<file path="src/rtl/uart_rx_mv.sv">
// uart_rx_mv: UART receiver with 3-sample majority vote per bit, runtime
// parity / stop-bit selection latched at the start edge, and error/break
// reporting. Bit timing advances only on baud ticks (i_valid), with
// OVERSAMPLE ticks per bit.
module uart_rx_mv #(
    parameter int N_DATA     = 8,
    parameter int OVERSAMPLE = 16,
    parameter int NB_TICK    = 4
) (
    input  logic              i_clock,
    input  logic              i_reset,
    input  logic              i_valid,
    input  logic              i_data,
    input  logic [1:0]        i_parity_mode,
    input  logic              i_stop_bits,
    output logic [N_DATA-1:0] o_data,
    output logic              o_valid,
    output logic              o_parity_err,
    output logic              o_frame_err,
    output logic              o_break
);

    // Tick-counter landmarks inside one bit period. The counter value of the
    // start-detect tick is 0, so the bit centre is at OVERSAMPLE/2 and the
    // vote is decided one tick later.
    localparam logic [NB_TICK-1:0] TICK_ONE  = NB_TICK'(1);
    localparam logic [NB_TICK-1:0] TICK_LAST = NB_TICK'(OVERSAMPLE - 1);
    localparam logic [NB_TICK-1:0] TICK_S0   = NB_TICK'(OVERSAMPLE / 2 - 1);
    localparam logic [NB_TICK-1:0] TICK_S1   = NB_TICK'(OVERSAMPLE / 2);
    localparam logic [NB_TICK-1:0] TICK_DEC  = NB_TICK'(OVERSAMPLE / 2 + 1);
    localparam logic [3:0]         LAST_BIT  = 4'(N_DATA - 1);

    typedef enum logic [2:0] {
        ST_IDLE   = 3'd0,
        ST_START  = 3'd1,
        ST_DATA   = 3'd2,
        ST_PARITY = 3'd3,
        ST_STOP   = 3'd4
    } state_t;

    state_t              r_state;
    state_t              w_state_next;

    logic                r_sync1;
    logic                r_sync2;
    logic                r_armed;
    logic [NB_TICK-1:0]  r_tick;
    logic                r_s0;
    logic                r_s1;
    logic [3:0]          r_bit;
    logic [N_DATA-1:0]   r_shift;
    logic [1:0]          r_par_mode;
    logic                r_stop2;
    logic                r_par_bit;
    logic                r_par_err;
    logic                r_frame_err;

    logic                w_start;
    logic                w_decide;
    logic                w_bit;
    logic                w_par_en;
    logic                w_last_stop;
    logic                w_done;
    logic                w_ferr;

    // 2-of-3 vote over the samples around the bit centre
    function automatic logic majority3(input logic a, input logic b, input logic c);
        return (a & b) | (a & c) | (b & c);
    endfunction

    // Next-state logic and per-tick decode (start edge, decision tick, completion)
    always_comb begin
        w_start      = 1'b0;
        w_decide     = 1'b0;
        w_bit        = majority3(r_s0, r_s1, r_sync2);
        w_par_en     = (r_par_mode == 2'b01) || (r_par_mode == 2'b10);
        w_last_stop  = ~r_stop2 | (r_bit == 4'd1);
        w_state_next = r_state;

        if (i_valid) begin
            if (r_state == ST_IDLE) begin
                w_start = r_armed & ~r_sync2;
            end else begin
                w_decide = (r_tick == TICK_DEC);
            end
        end else begin
            w_start  = 1'b0;
            w_decide = 1'b0;
        end

        case (r_state)
            ST_IDLE: begin
                if (w_start) begin
                    w_state_next = ST_START;
                end else begin
                    w_state_next = ST_IDLE;
                end
            end
            ST_START: begin
                if (w_decide) begin
                    // A high start decision is a glitch: drop back silently
                    w_state_next = w_bit ? ST_IDLE : ST_DATA;
                end else begin
                    w_state_next = ST_START;
                end
            end
            ST_DATA: begin
                if (w_decide && (r_bit == LAST_BIT)) begin
                    w_state_next = w_par_en ? ST_PARITY : ST_STOP;
                end else begin
                    w_state_next = ST_DATA;
                end
            end
            ST_PARITY: begin
                if (w_decide) begin
                    w_state_next = ST_STOP;
                end else begin
                    w_state_next = ST_PARITY;
                end
            end
            ST_STOP: begin
                // Leave mid-bit so a back-to-back start edge is not missed
                if (w_decide && w_last_stop) begin
                    w_state_next = ST_IDLE;
                end else begin
                    w_state_next = ST_STOP;
                end
            end
            default: begin
                w_state_next = ST_IDLE;
            end
        endcase

        w_done = w_decide & (r_state == ST_STOP) & w_last_stop;
        w_ferr = r_frame_err | ~w_bit;
    end

    // FSM state register
    always_ff @(posedge i_clock) begin
        if (i_reset) begin
            r_state <= ST_IDLE;
        end else begin
            r_state <= w_state_next;
        end
    end

    // Two-flop synchroniser on the asynchronous RX pin, free-running every clock
    always_ff @(posedge i_clock) begin
        if (i_reset) begin
            r_sync1 <= 1'b1;
            r_sync2 <= 1'b1;
        end else begin
            r_sync1 <= i_data;
            r_sync2 <= r_sync1;
        end
    end

    // Tick-gated datapath: arming, tick counter, vote samples, shift register, error accumulation
    always_ff @(posedge i_clock) begin
        if (i_reset) begin
            r_armed     <= 1'b0;
            r_tick      <= '0;
            r_s0        <= 1'b1;
            r_s1        <= 1'b1;
            r_bit       <= 4'd0;
            r_shift     <= '0;
            r_par_mode  <= 2'b00;
            r_stop2     <= 1'b0;
            r_par_bit   <= 1'b0;
            r_par_err   <= 1'b0;
            r_frame_err <= 1'b0;
        end else if (i_valid) begin
            if (r_state == ST_IDLE) begin
                if (w_start) begin
                    // The start tick itself is count 0, the next tick is count 1
                    r_armed     <= 1'b0;
                    r_tick      <= TICK_ONE;
                    r_bit       <= 4'd0;
                    r_par_mode  <= i_parity_mode;
                    r_stop2     <= i_stop_bits;
                    r_par_bit   <= 1'b0;
                    r_par_err   <= 1'b0;
                    r_frame_err <= 1'b0;
                end else if (r_sync2) begin
                    // Only a high line re-arms, so a held break cannot retrigger
                    r_armed <= 1'b1;
                end
            end else begin
                r_tick <= (r_tick == TICK_LAST) ? '0 : (r_tick + TICK_ONE);
                if (r_tick == TICK_S0) begin
                    r_s0 <= r_sync2;
                end
                if (r_tick == TICK_S1) begin
                    r_s1 <= r_sync2;
                end
                if (w_decide) begin
                    case (r_state)
                        ST_START: begin
                            r_bit <= 4'd0;
                        end
                        ST_DATA: begin
                            // LSB arrives first, so shift in from the top
                            r_shift <= {w_bit, r_shift[N_DATA-1:1]};
                            r_bit   <= (r_bit == LAST_BIT) ? 4'd0 : (r_bit + 4'd1);
                        end
                        ST_PARITY: begin
                            r_par_bit <= w_bit;
                            r_par_err <= (^r_shift) ^ w_bit ^ (r_par_mode == 2'b10);
                        end
                        ST_STOP: begin
                            if (!w_bit) begin
                                r_frame_err <= 1'b1;
                            end
                            r_bit <= r_bit + 4'd1;
                        end
                        default: begin
                            r_bit <= r_bit;
                        end
                    endcase
                end
            end
        end
    end

    // Registered outputs: word and flags load together with a one-cycle valid pulse
    always_ff @(posedge i_clock) begin
        if (i_reset) begin
            o_data       <= '0;
            o_valid      <= 1'b0;
            o_parity_err <= 1'b0;
            o_frame_err  <= 1'b0;
            o_break      <= 1'b0;
        end else begin
            o_valid <= w_done;
            if (w_done) begin
                o_data       <= r_shift;
                o_parity_err <= r_par_err;
                o_frame_err  <= w_ferr;
                o_break      <= w_ferr & ~(|r_shift) & ~r_par_bit;
            end
        end
    end

endmodule

</file>
<file path="config.mk">
export PLATFORM = sky130hd
export DESIGN_NAME = uart_rx_mv
export DESIGN_NICKNAME = d
export VERILOG_FILES = /design/src/rtl/uart_rx_mv.sv
export SDC_FILE = /design/constraint.sdc
export NUM_CORES = 1
export LEC_CHECK = 0
export CAP_MARGIN = 40
export CORE_MARGIN = 2
export CORE_UTILIZATION = 30
export CTS_BUF_LIST = sky130_fd_sc_hd__clkbuf_8
export CTS_CLUSTER_DIAMETER = 200
export DETAILED_ROUTE_END_ITERATION = 7
export PLACE_DENSITY_LB_ADDON = 0.12
export SLEW_MARGIN = 40
export SYNTH_ARGS = -nofsm -noshare
export SYNTH_HDL_FRONTEND = slang
export SYNTH_SLANG_ARGS = --single-unit
</file>
<file path="constraint.sdc">
create_clock -name i_clock -period 3.5 [get_ports i_clock]
set_input_delay 0.7 -clock i_clock [delete_from_list [all_inputs] [get_ports i_clock]]
set_output_delay 0.7 -clock i_clock [all_outputs]
set_load 0.01 [all_outputs]
</file>
**Word level (Yosys, flattened, before mapping)**

Index checks and enable logic that the tools add are counted.

- Bits of input ports: 7
- Output and inout port bits: 12
- Register bits after elaboration: 42
- RAM bits: 0
- Memories: 0
- ROM bits: 0
- Latch bits: 0

- $add $sub $neg: 2
- Muxes and demuxes: 33
- Bitwise logic cells: 20
- Shifts and indexed selects: 0
- Equality and inequality tests: 14
- $mul: 0
- Divide/modulo/power cells: 0
- Reduce and logical (&&, ||, !) cells: 20
- $lt $le $gt $ge: 0

Operators by type and width:

| cell | count |
|---|---|
| $mux 4 | 7 |
| $mux 1 | 18 |
| $pmux 3 s5 | 1 |
| $eq 4x4->1 const B | 3 |
| $mux 3 | 4 |
| $pmux 4 s3 | 1 |
| $reduce_and 3->1 | 4 |
| $reduce_and 4->1 | 3 |
| $add 4x1->4 const B | 2 |
| $and 1x1->1 | 8 |
| $eq 4x3->1 const B | 2 |
| $reduce_bool 2->1 | 4 |
| $reduce_or 8->1 | 1 |
| $reduce_xor 8->1 | 1 |
| $eq 3x2->1 const B | 2 |
| $not 1->1 | 6 |
| $reduce_and 5->1 | 1 |
| $eq 4x1->1 const B | 1 |
| $mux 2 | 2 |
| $or 1x1->1 | 4 |
| $reduce_bool 4->1 | 1 |
| $eq 3x1->1 const B | 1 |
| $eq 3x3->1 const B | 1 |
| $logic_not 3->1 | 1 |
| 8 further kinds | 10 |

**Logic depth before layout (Yosys ltp)**

Gate-level depths: netlist of the first run.

- Depth after elaboration: 8
- Depth in mapped cells: 8
- Mapped depth without buffers: 6

**Worst setup path after synthesis of the first run**

OpenSTA, ideal clock, no wires.

- Path kind: in2reg
- From: input port i_valid
- To: register r_state[0]
- Setup time: 0.091 ns
- Path buffers: 2
- Data required time: 3.409 ns
- Setup slack: 1.642 ns
- Cell stages on the path: 6
- Arrival time: 1.767 ns
- Cell sequence: and4b_1 > buf_4 > nand3_2 > buf_6 > or3b_1 > a311oi_1

- Cells in the longest elaborated chain, start to end: 4
- Elaborated cells on any way between the ends: 8

Ends and longest elaborated chain:

| element | line | text |
|---|---|---|
| start, declared | 12 | `input logic i_valid,` |
| $mux 1 | 80 | `if (i_valid) begin` |
| $logic_and 1x1->1 | 108 | `if (w_decide && (r_bit == LAST_BIT)) begin` |
| $mux 3 | 108 |  |
| $pmux 3 s5 (*) | 91 | `case (r_state)` |
| end signal, assigned | 143 | `r_state <= w_state_next;` |
| end, declared | 41 | `state_t r_state;` |

Every way passes the cells marked *; elsewhere a longest branch is shown, timed or not.
A chain may end at the register's enable or synchronous reset.

**Worst setup path in the final report of the first run**

Same ends and word-level chain as after synthesis.

==> results of run 1 <==
-- critical path, stage by stage --
cell and delay, ps:
clkdlybuf4s50_1 590, and4b_1 360, nand3_2 320, or3b_1 460
a311oi_1 250
-- kinds of logic after synthesis --
kind of cell,share of synthesized area (%)
AO/OA/AOI/OAI,13.2
XOR/XNOR,2.53
adder cells (fa/ha/maj),6.50
buffers and inverters,5.84
flip-flops,40.5
multiplexers,9.63
AND/OR/NAND/NOR,21.8
-- report_power, final --
group | total (µW) | switching [µW] | internal, µW
registers | 483 | 2.61 | 480
clock network | 395 | 181 | 214
logic | 26.3 | 14.2 | 12.2
-- sequential cells by signal, indices dropped and copies added, names as in the netlist, 2 cells and up --
signal	cells
r_tick	4
o_data	8
r_bit	4
r_par_mode	2
r_state	3
r_shift	8
-- cell usage in the layout (no fill, tap or decap), drive strengths merged, types with 4 or more instances in the layout --
cell type	n
dfxtp	42
nand3	12
nand2	11
a211oi	4
a21oi	12
nand4b	4
inv	15
ha	10
o21ai	5
nor2	30
mux2i	20
clkbuf	5
clkdlybuf4s50	18
o211ai	6
xnor2	4
or3b	4
-- synthesized netlist by cell type, drive strengths merged, types with 4 or more instances --
cell	n	share of area, %
ha	10	6.0
a21oi	12	2.9
clkbuf	9	1.6
or3b	4	1.8
nor2	30	5.4
inv	14	2.5
o21ai	5	1.2
xnor2	4	1.7
o211ai	6	2.2
a211oi	4	2.3
nand2	11	2.0
nand4b	4	1.7
mux2i	20	9.6
dfxtp	42	40
nand3	12	3.1
buf	4	1.7
-- metrics by stage --
stage | cells | worst slack (ps) | util (%) | hold slack, ps | cell area [µm²]
floorplan | 229 | 1640 | - | 389 | 2080
global placement | 317 | 745 | 34.2 | 396 | 2310
detailed placement | 317 | 705 | 34.2 | 398 | 2310
CTS | 325 | 1010 | 35.9 | 419 | 2420
global route | 325 | 874 | 35.9 | 451 | 2420
finish | 325 | 1030 | 35.9 | 415 | 2420
-- how the worst max path moves through the flow --
stage / startpoint / end / slack [ps] / cells after the start
after floorplan: i_valid / r_state[0] / 1640 / 6
after global placement: i_valid / r_state[0] / 750 / 5
after detailed placement: i_valid / r_state[0] / 710 / 5
after CTS: i_valid / r_state[0] / 1010 / 5
after global routing: i_valid / r_state[0] / 870 / 5
final: i_valid / r_state[0] / 1030 / 5
-- layout make-up --
type                       count  area, µm²
fill                         716       4330
multi-input combinational    160       1120
sequential                    42        841
timing repair buffer          21        203
tap                           80        100
clock buffer                   5       68.8
inverter                      14       52.6
clock inverter                 3       43.8
-- metal layers --
layer | up-vias | share of wire [%] | GRT usage (%)
met5 | - | 0 | 0
met4 | 0 | 1.1 | 4.20
met3 | 4 | 2.7 | 3.98
met2 | 17 | 42 | 18.1
met1 | 725 | 55 | 17.0
li1 | 836 | - | -
==> summary.md, run 1 <==
| Metric | Value |
|---|---|
| Status | finished clean |
| Worst R2R End | o_data[0] |
| Largest net degree at the start of global routing | 18 |
| CP max FO | 9 |
| Worst r2r src | r_state[2] |
| Num CTS Buffers | 5 |
| Post-CTS Resized | 0 |
| Post-synth EDFFs | 0 |
| Share of layout cells above drive strength 1 | 7.76% |
| Placer Congestion | 0.691 |
| Post-Syn Nets | 246 |
| H-tree level count | 2 |
| Hold path start | r_sync1 |
| Hold EP | r_sync2 |
| CTS root buf | clkbuf_8 |
| Top_reg_cell synth | dfxtp_1 |
| Syn Std Cell Area | 2080 µm² |
| Drt drc | 0 |
| Slew Viols, Final | 0 |
| Worst setup SP type | input pin |
| Initial antenna violation count | 0 |
| Clock Path Buffers | 2 |
| Fin Clk Skew | 8.22 ps |
| Distinct cells, synth | 45 |
| Register-to-register setup slack | 1270 ps |
| Worst-skew pair later-pin latency | 300 ps |
| Area Overhead vs Synth | 16.7% |
| Initial DRC Count | 61 |
| Hold_buf cts | 0 |
| First-pass GRT wire length | 7.38 mm |
| Die Area | 7610 µm² |
| Setup crit end kind | flop |
| Die Span X | 87.2 µm |
| Final wirelength | 4.28 mm |
| I/O Pins | 19 |
| 1st-pass router iterations | 4 |
| Antenna cells | 0 |
| Max cap viols | 0 |
| CTS tree | built |
| Port Buffer Count | 18 |
| Post-route ant nets | 0 |
| Lkg Pwr | 0.000920 µW |
| Final Hold Vio Count | 0 |
| R2R depth | 5 |
| Post-synthesis sequential area ratio | 40.5% |
| Clock-pin transition on the worst setup and hold timing paths | 80 ps |
| Ys async rst share | 0% |
| Worst-Margin Slew | 730 ps |
| Nets@finish | 261 |
| TNS Setup | 0 ps |
| Vias per cell | 4.87 |
| Minimum clock period | 2470 ps |
| Starting density of the core | 30.8% |
| Die Y | 87.2 µm |
| Via count | 1582 |
| Power per standard cell area | 373 nW/µm² |
| Rel. slew slack | 50.7% |
| Worst setup path class | in2reg |
| Vias in the first global route | 1560 |
| Rows | 30 |
| Drt wl/cell | 13.2 µm |
| Design Power | 904 µW |
| Yosys warnings | 0 |
| WP data required | 3700 ps |
| Total GRT Usage | 12.3% |
| Final Cycle Share | 70.6% |
| VDD IR max | 0.155 mV |
| Overflow after GRT | 0 |
| Synth Register Bits | 42 |
| Final setup fails | 0 |
| RSZ-0062 raised after global routing | false |
| Fmax | 405 MHz |
| Min-Delay Path Depth | 1 |
| Setup Fix Bufs, Post-CTS | 0 |
| Syn Area/Cell | 9.08 µm² |
| Syn Inst Count | 229 |
| Detail Placement HPWL | 2.98 mm |
| CTS Sinks | 42 |
| Worst path arrival time | 2680 ps |
| Tightest Hold Check Type | reg2reg |
| Placeable Area | 6760 µm² |
Note: power is estimated with default switching activity, not from simulation.
==> run 2, diff against run 1 <==
Clock period 3.5 ns to 2 ns, I/O delays scaled along.
==> run 2 against run 1 <==
Against the previous run: die area stayed put; worst setup slack worse by 870 ps; cell area is 3.7% higher; sequential share of layout area is 1.2 points lower; worst hold slack worse by 1.5 ps; first-iteration DRC count is 28% higher; critical endpoint is now o_data[4]; highest routed layer unchanged.
==> summary.md, run 2 (synthesized netlist as in run 1, its figures left out) <==
| Metric | Value |
|---|---|
| Initial antenna violation count | 0 (unchanged) |
| Most frequent cells in the layout | 42 x dfxtp_1, 30 x nor2_1, 20 x mux2i_1 (unchanged) |
| H-tree level count | 2 (unchanged) |
| Fin Hold WS | 413 ps (was 415 ps) |
| Register-to-register setup slack | 160 ps (was 1270 ps) |
| Worst-Margin Slew | 546 ps (was 730 ps) |
| Clock Path Buffers | 2 (unchanged) |
| Share of layout cells above drive strength 1 | 11.7% (was 7.76%) |
| Worst R2R End | o_data[4] (was o_data[0]) |
| WP data required | 2190 ps (was 3700 ps) |
| Via count | 1624 (was 1582) |
| I/O Pins | 19 (unchanged) |
| Status | finished clean (unchanged) |
| Worst-skew pair later-pin latency | 290 ps (was 300 ps) |
| Overflow after GRT | 0 (unchanged) |
| Finished Layout Cells | 337 (was 325) |
| Area Overhead vs Synth | 21.0% (was 16.7%) |
| Num CTS Buffers | 5 (unchanged) |
| Tightest Hold Check Type | reg2reg (unchanged) |
| Drt drc | 0 (unchanged) |
| Setup Fix Bufs, Post-CTS | 0 (unchanged) |
| Final Hold Vio Count | 0 (unchanged) |
| CTS Sinks | 42 (unchanged) |
| Post-CTS Resized | 0 (unchanged) |
| 1st-pass router iterations | 4 (unchanged) |
| Vias per cell | 4.82 (was 4.87) |
| Largest net degree at the start of global routing | 42 (was 18) |
| Final wirelength | 4.47 mm (was 4.28 mm) |
| Max cap viols | 0 (unchanged) |
| Setup crit end kind | flop (unchanged) |
| Rows | 30 (unchanged) |
| Rel. slew slack | 63.2% (was 50.7%) |
| Fin Clk Skew | 3.71 ps (was 8.22 ps) |
| Post-route ant nets | 0 (unchanged) |
| DP Cell Count | 329 (was 317) |
| Detail Placement HPWL | 3.06 mm (was 2.98 mm) |
| Hold_buf cts | 0 (unchanged) |
| Die Span X | 87.2 µm (unchanged) |
| Slew Viols, Final | 0 (unchanged) |
| Final setup fails | 0 (unchanged) |
| Die Area | 7610 µm² (unchanged) |
| RSZ-0062 raised after global routing | false (unchanged) |
| Commonest non-fill, non-tap cell in the layout | dfxtp_1 (unchanged) |
| Port Buffer Count | 18 (unchanged) |
| CTS root buf | clkbuf_8 (unchanged) |
| Biggest regs | o_data: 8 flops, r_shift: 8 flops (unchanged) |
| CP max FO | 14 (was 9) |
| Drt wl/cell | 13.3 µm (was 13.2 µm) |
| Worst setup path class | reg2reg (was in2reg) |
| First-pass GRT wire length | 7.40 mm (was 7.38 mm) |
| Die Y | 87.2 µm (unchanged) |
| Vias in the first global route | 1518 (was 1560) |
| Hold path start | r_sync1 (unchanged) |
| Lkg Pwr | 0.000975 µW (was 0.000920 µW) |
| VDD IR max | 0.223 mV (was 0.155 mV) |
| Power per standard cell area | 576 nW/µm² (was 373 nW/µm²) |
| Final Cycle Share | 92.2% |
| Nets@finish | 273 (was 261) |
| Placeable Area | 6760 µm² (unchanged) |
| Initial DRC Count | 78 (was 61) |
| CTS tree | built (unchanged) |
| Clock-pin transition on the worst setup and hold timing paths | 90 ps (was 80 ps) |
| Worst path arrival time | 2030 ps (was 2680 ps) |
| Worst r2r src | r_bit[0] (was r_state[2]) |
| R2R depth | 6 (was 5) |
| Min-Delay Path Depth | 1 (unchanged) |
| Minimum clock period | 1840 ps |
| Antenna cells | 0 (unchanged) |
| Starting density of the core | 30.8% (unchanged) |
| Placer Congestion | 0.760 (was 0.691) |
| Hold EP | r_sync2 (unchanged) |
| Worst setup SP type | flop (was input pin) |
| Fmax | 543 MHz |
| Total GRT Usage | 12.5% (was 12.3%) |
==> run 2: changes by cell type in the layout (fill, tap and decap cells not counted) <==
cell,delta
buf_4,+10
buf_12,+2
bufinv_16,-1
clkinv_4,+1
inv_1,+1
inv_6,-1
==> run 2: how the worst max path moves through the flow <==
stage | startpoint | to | slack (ps) | depth (start not counted)
floorplan | r_bit[0] | o_data[0] | 190 | 6
finish | r_bit[0] | o_data[4] | 160 | 6
global placement | i_valid | r_par_err | 10 | 5
global route | r_bit[0] | o_parity_err | 30 | 6
detailed placement | i_valid | r_par_err | -20 | 5
CTS | r_bit[0] | o_data[6] | 160 | 6
==> run 2: area by class of cell <==
type	count	area (µm²)
well taps	80	100
repair buffers	33	318
flip-flops and latches	42	841
clock buffers	5	68.8
multi-input cells	160	1120
fillers	707	4240
clock inverters	3	17.5
inverters	14	52.6
==> run 2: worst max-delay path, stage by stage, from the launching register on <==
cell and delay [ps]:
dfxtp_1 420, ha_1 160, or3b_1 420, a211oi_4 300, buf_12 190, mux2i_1 190, nor2_1 50
==> run 2: layer usage <==
metal / vias to the layer above / share of wire (%) / GRT usage, %
met5: - / 0 / 0
met4: 0 / 1.0 / 4.62
met3: 4 / 3.0 / 2.75
met2: 19 / 44 / 18.8
met1: 745 / 52 / 17.4
li1: 856 / - / -
==> run 2: report_power, final <==
group	switching, µW	internal (µW)	leakage (µW)
sequential	3.42	840	0.000339
clock	311	242	0.0000493
combinational	26.4	25.8	0.000587
total	341	1110	0.000975
==> run 2: through the flow <==
step	instance area [µm²]	TNS, ps	setup WS [ps]	power [µW]	utilization, %
floorplan	2080	0	194	888	-
global placement	2430	0	14.3	917	35.9
detailed placement	2430	-18.4	-18.4	917	35.9
CTS	2510	0	156	1480	37.2
global route	2510	0	29.2	1520	37.2
finish	2510	0	157	1450	37.2
==> run 3, diff against run 2 <==
Settings changed: ABC_CLOCK_PERIOD_IN_PS set to 2000, RECOVER_POWER set to 50.
==> run 3 against run 2 <==
Against the previous run: via count rose by 0.31%; clock-buffer cell count did not move; fmax barely moved; sequential cell count did not move; highest routed layer unchanged.
==> summary.md, run 3 (synthesized netlist as in run 1, its figures left out) <==
| Metric | Value |
|---|---|
| CTS tree | built (unchanged) |
| Worst path cell trace | ha_1, or3b_1, a211oi_4, buf_12, mux2i_1, nor2_1 (unchanged) |
| Setup Fix Bufs, Post-CTS | 0 (unchanged) |
| Vias per cell | 4.83 (was 4.82) |
| Worst Setup EP | o_data[4] (unchanged) |
| Die Span X | 87.2 µm (unchanged) |
| Slew Viols, Final | 0 (unchanged) |
| H-tree level count | 2 (unchanged) |
| Placeable Area | 6760 µm² (unchanged) |
| Crit path max-delay family | simple AND/OR/NAND/NOR gates (unchanged) |
| Worst path buffer plus inverter count | 1 (unchanged) |
| Biggest regs | o_data: 8 flops, r_shift: 8 flops (unchanged) |
| Fin Clk Skew | 3.09 ps (was 3.71 ps) |
| Worst-Margin Slew | 546 ps (about the same) |
| Tightest Hold Check Type | reg2reg (unchanged) |
| Nets@finish | 273 (unchanged) |
| Setup crit end kind | flop (unchanged) |
| Detail Placement HPWL | 3.06 mm (unchanged) |
| Slowest stage delay, CP | 420 ps (about the same) |
| Status | finished clean (unchanged) |
| Placer Congestion | 0.760 (unchanged) |
| Vias in the first global route | 1518 (unchanged) |
| Final Core Density | 36.9% (was 37.2%) |
| Final wirelength | 4.47 mm (unchanged) |
| Final Cycle Share | 92.1% (was 92.2%) |
| Fillers | 708 (was 707) |
| Slowest cell on crit path | dfxtp_1 (unchanged) |
| Final setup fails | 0 (unchanged) |
| DP Cell Count | 329 (unchanged) |
| 1st-pass router iterations | 4 (unchanged) |
| Rel. slew slack | 63.2% (about the same) |
| Max cap viols | 0 (unchanged) |
| Final Hold Vio Count | 0 (unchanged) |
| Port Buffer Count | 18 (unchanged) |
| Num CTS Buffers | 5 (unchanged) |
| R2R depth | 6 (unchanged) |
| Worst R2R End | o_data[4] (unchanged) |
| CTS Sinks | 42 (unchanged) |
| Worst-skew pair later-pin latency | 290 ps (about the same) |
| Post-route ant nets | 0 (unchanged) |
| Drt drc | 0 (unchanged) |
| Antenna cells | 0 (unchanged) |
| Worst r2r src | r_bit[0] (unchanged) |
| First-pass GRT wire length | 7.40 mm (unchanged) |
| Total GRT Usage | 12.5% (unchanged) |
| WP data required | 2190 ps (about the same) |
| CTS root buf | clkbuf_8 (unchanged) |
| Commonest non-fill, non-tap cell in the layout | dfxtp_1 (unchanged) |
| Crit. Startpoint | r_bit[0] (unchanged) |
| Worst setup SP type | flop (unchanged) |
| Drt wl/cell | 13.3 µm (unchanged) |
| Share of layout cells above drive strength 1 | 9.73% (was 11.7%) |
| Worst path arrival time | 2030 ps (about the same) |
| Via count | 1629 (was 1624) |
| Starting density of the core | 30.8% (unchanged) |
| Hold_buf cts | 0 (unchanged) |
| Worst setup path class | reg2reg (unchanged) |
| Area Overhead vs Synth | 19.9% (was 21.0%) |
| VDD IR max | 0.223 mV (about the same) |
| Rows | 30 (unchanged) |
| Post-CTS Resized | 0 (unchanged) |
| Initial antenna violation count | 0 (unchanged) |
| I/O Pins | 19 (unchanged) |
| Clock Path Buffers | 2 (unchanged) |
| Die Area | 7610 µm² (unchanged) |
| Finished Layout Cells | 337 (unchanged) |
| Clock-pin transition on the worst setup and hold timing paths | 90 ps (about the same) |
| Minimum clock period | 1840 ps (about the same) |
| Initial DRC Count | 76 (was 78) |
| RSZ-0062 raised after global routing | false (unchanged) |
| Most frequent cells in the layout | 42 x dfxtp_1, 30 x nor2_1, 20 x mux2i_1 (unchanged) |
| WP depth | 6 (unchanged) |
| Lkg Pwr | 0.00100 µW (was 0.000975 µW) |
| Register-to-register setup slack | 160 ps (about the same) |
| Fmax | 543 MHz (about the same) |
| Overflow after GRT | 0 (unchanged) |
| Die Y | 87.2 µm (unchanged) |
| Power per standard cell area | 580 nW/µm² (was 576 nW/µm²) |
| Largest net degree at the start of global routing | 42 (unchanged) |
| CP max FO | 14 (unchanged) |
run 3: cell count changes in the layout (fill, tap and decap cells not counted), sizes merged:
cell / previous run / this run
buf: 15 / 9
clkbuf: 5 / 11
clkdlybuf4s50: 18 / 4
dlygate4sd3: 0 / 14
run 3: how the worst min path moves through the flow:
stage	start	end	slack, ps	cells after the start
finish	r_sync1	r_sync2	410	1
global route	r_sync1	r_sync2	440	1
CTS	r_sync1	r_sync2	420	1
detailed placement	r_sync1	r_sync2	390	1
global placement	r_sync1	r_sync2	390	1
floorplan	r_sync1	r_sync2	390	1
run 3: cell type report:
cell class,count,area [µm²],share of cell area (%)
multi-input cells,160,1120,44.8
repair buffers,33,297,11.9
clock inverters,3,17.5,0.703
well taps,80,100,4.02
inverters,14,52.6,2.11
clock buffers,5,68.8,2.76
flip-flops and latches,42,841,33.7
run 3: metrics by stage:
step | hold slack (ps) | TNS [ps] | setup slack, ps | total power (µW) | instance area, µm²
global placement | 392 | 0 | 14.3 | 917 | 2430
detailed placement | 393 | -18.4 | -18.4 | 917 | 2430
finish | 413 | 0 | 158 | 1450 | 2490
CTS | 416 | 0 | 156 | 1480 | 2510
global route | 441 | 0 | 29.2 | 1520 | 2490
floorplan | 389 | 0 | 194 | 888 | 2080
run 3: where the power goes:
group | switching [µW] | internal, µW
registers | 3.42 | 840
clock network | 310 | 242
logic | 26.3 | 23.5
run 3: metal layers:
| layer | up-vias | GRT usage (%) | routed length (µm) |
|---|---|---|---|
| met3 | 4 | 2.75 | 136 |
| met4 | 0 | 4.62 | 46 |
| met5 | - | 0 | 0 |
| li1 | 857 | - | - |
| met1 | 749 | 17.4 | 2310 |
| met2 | 19 | 18.8 | 1970 |
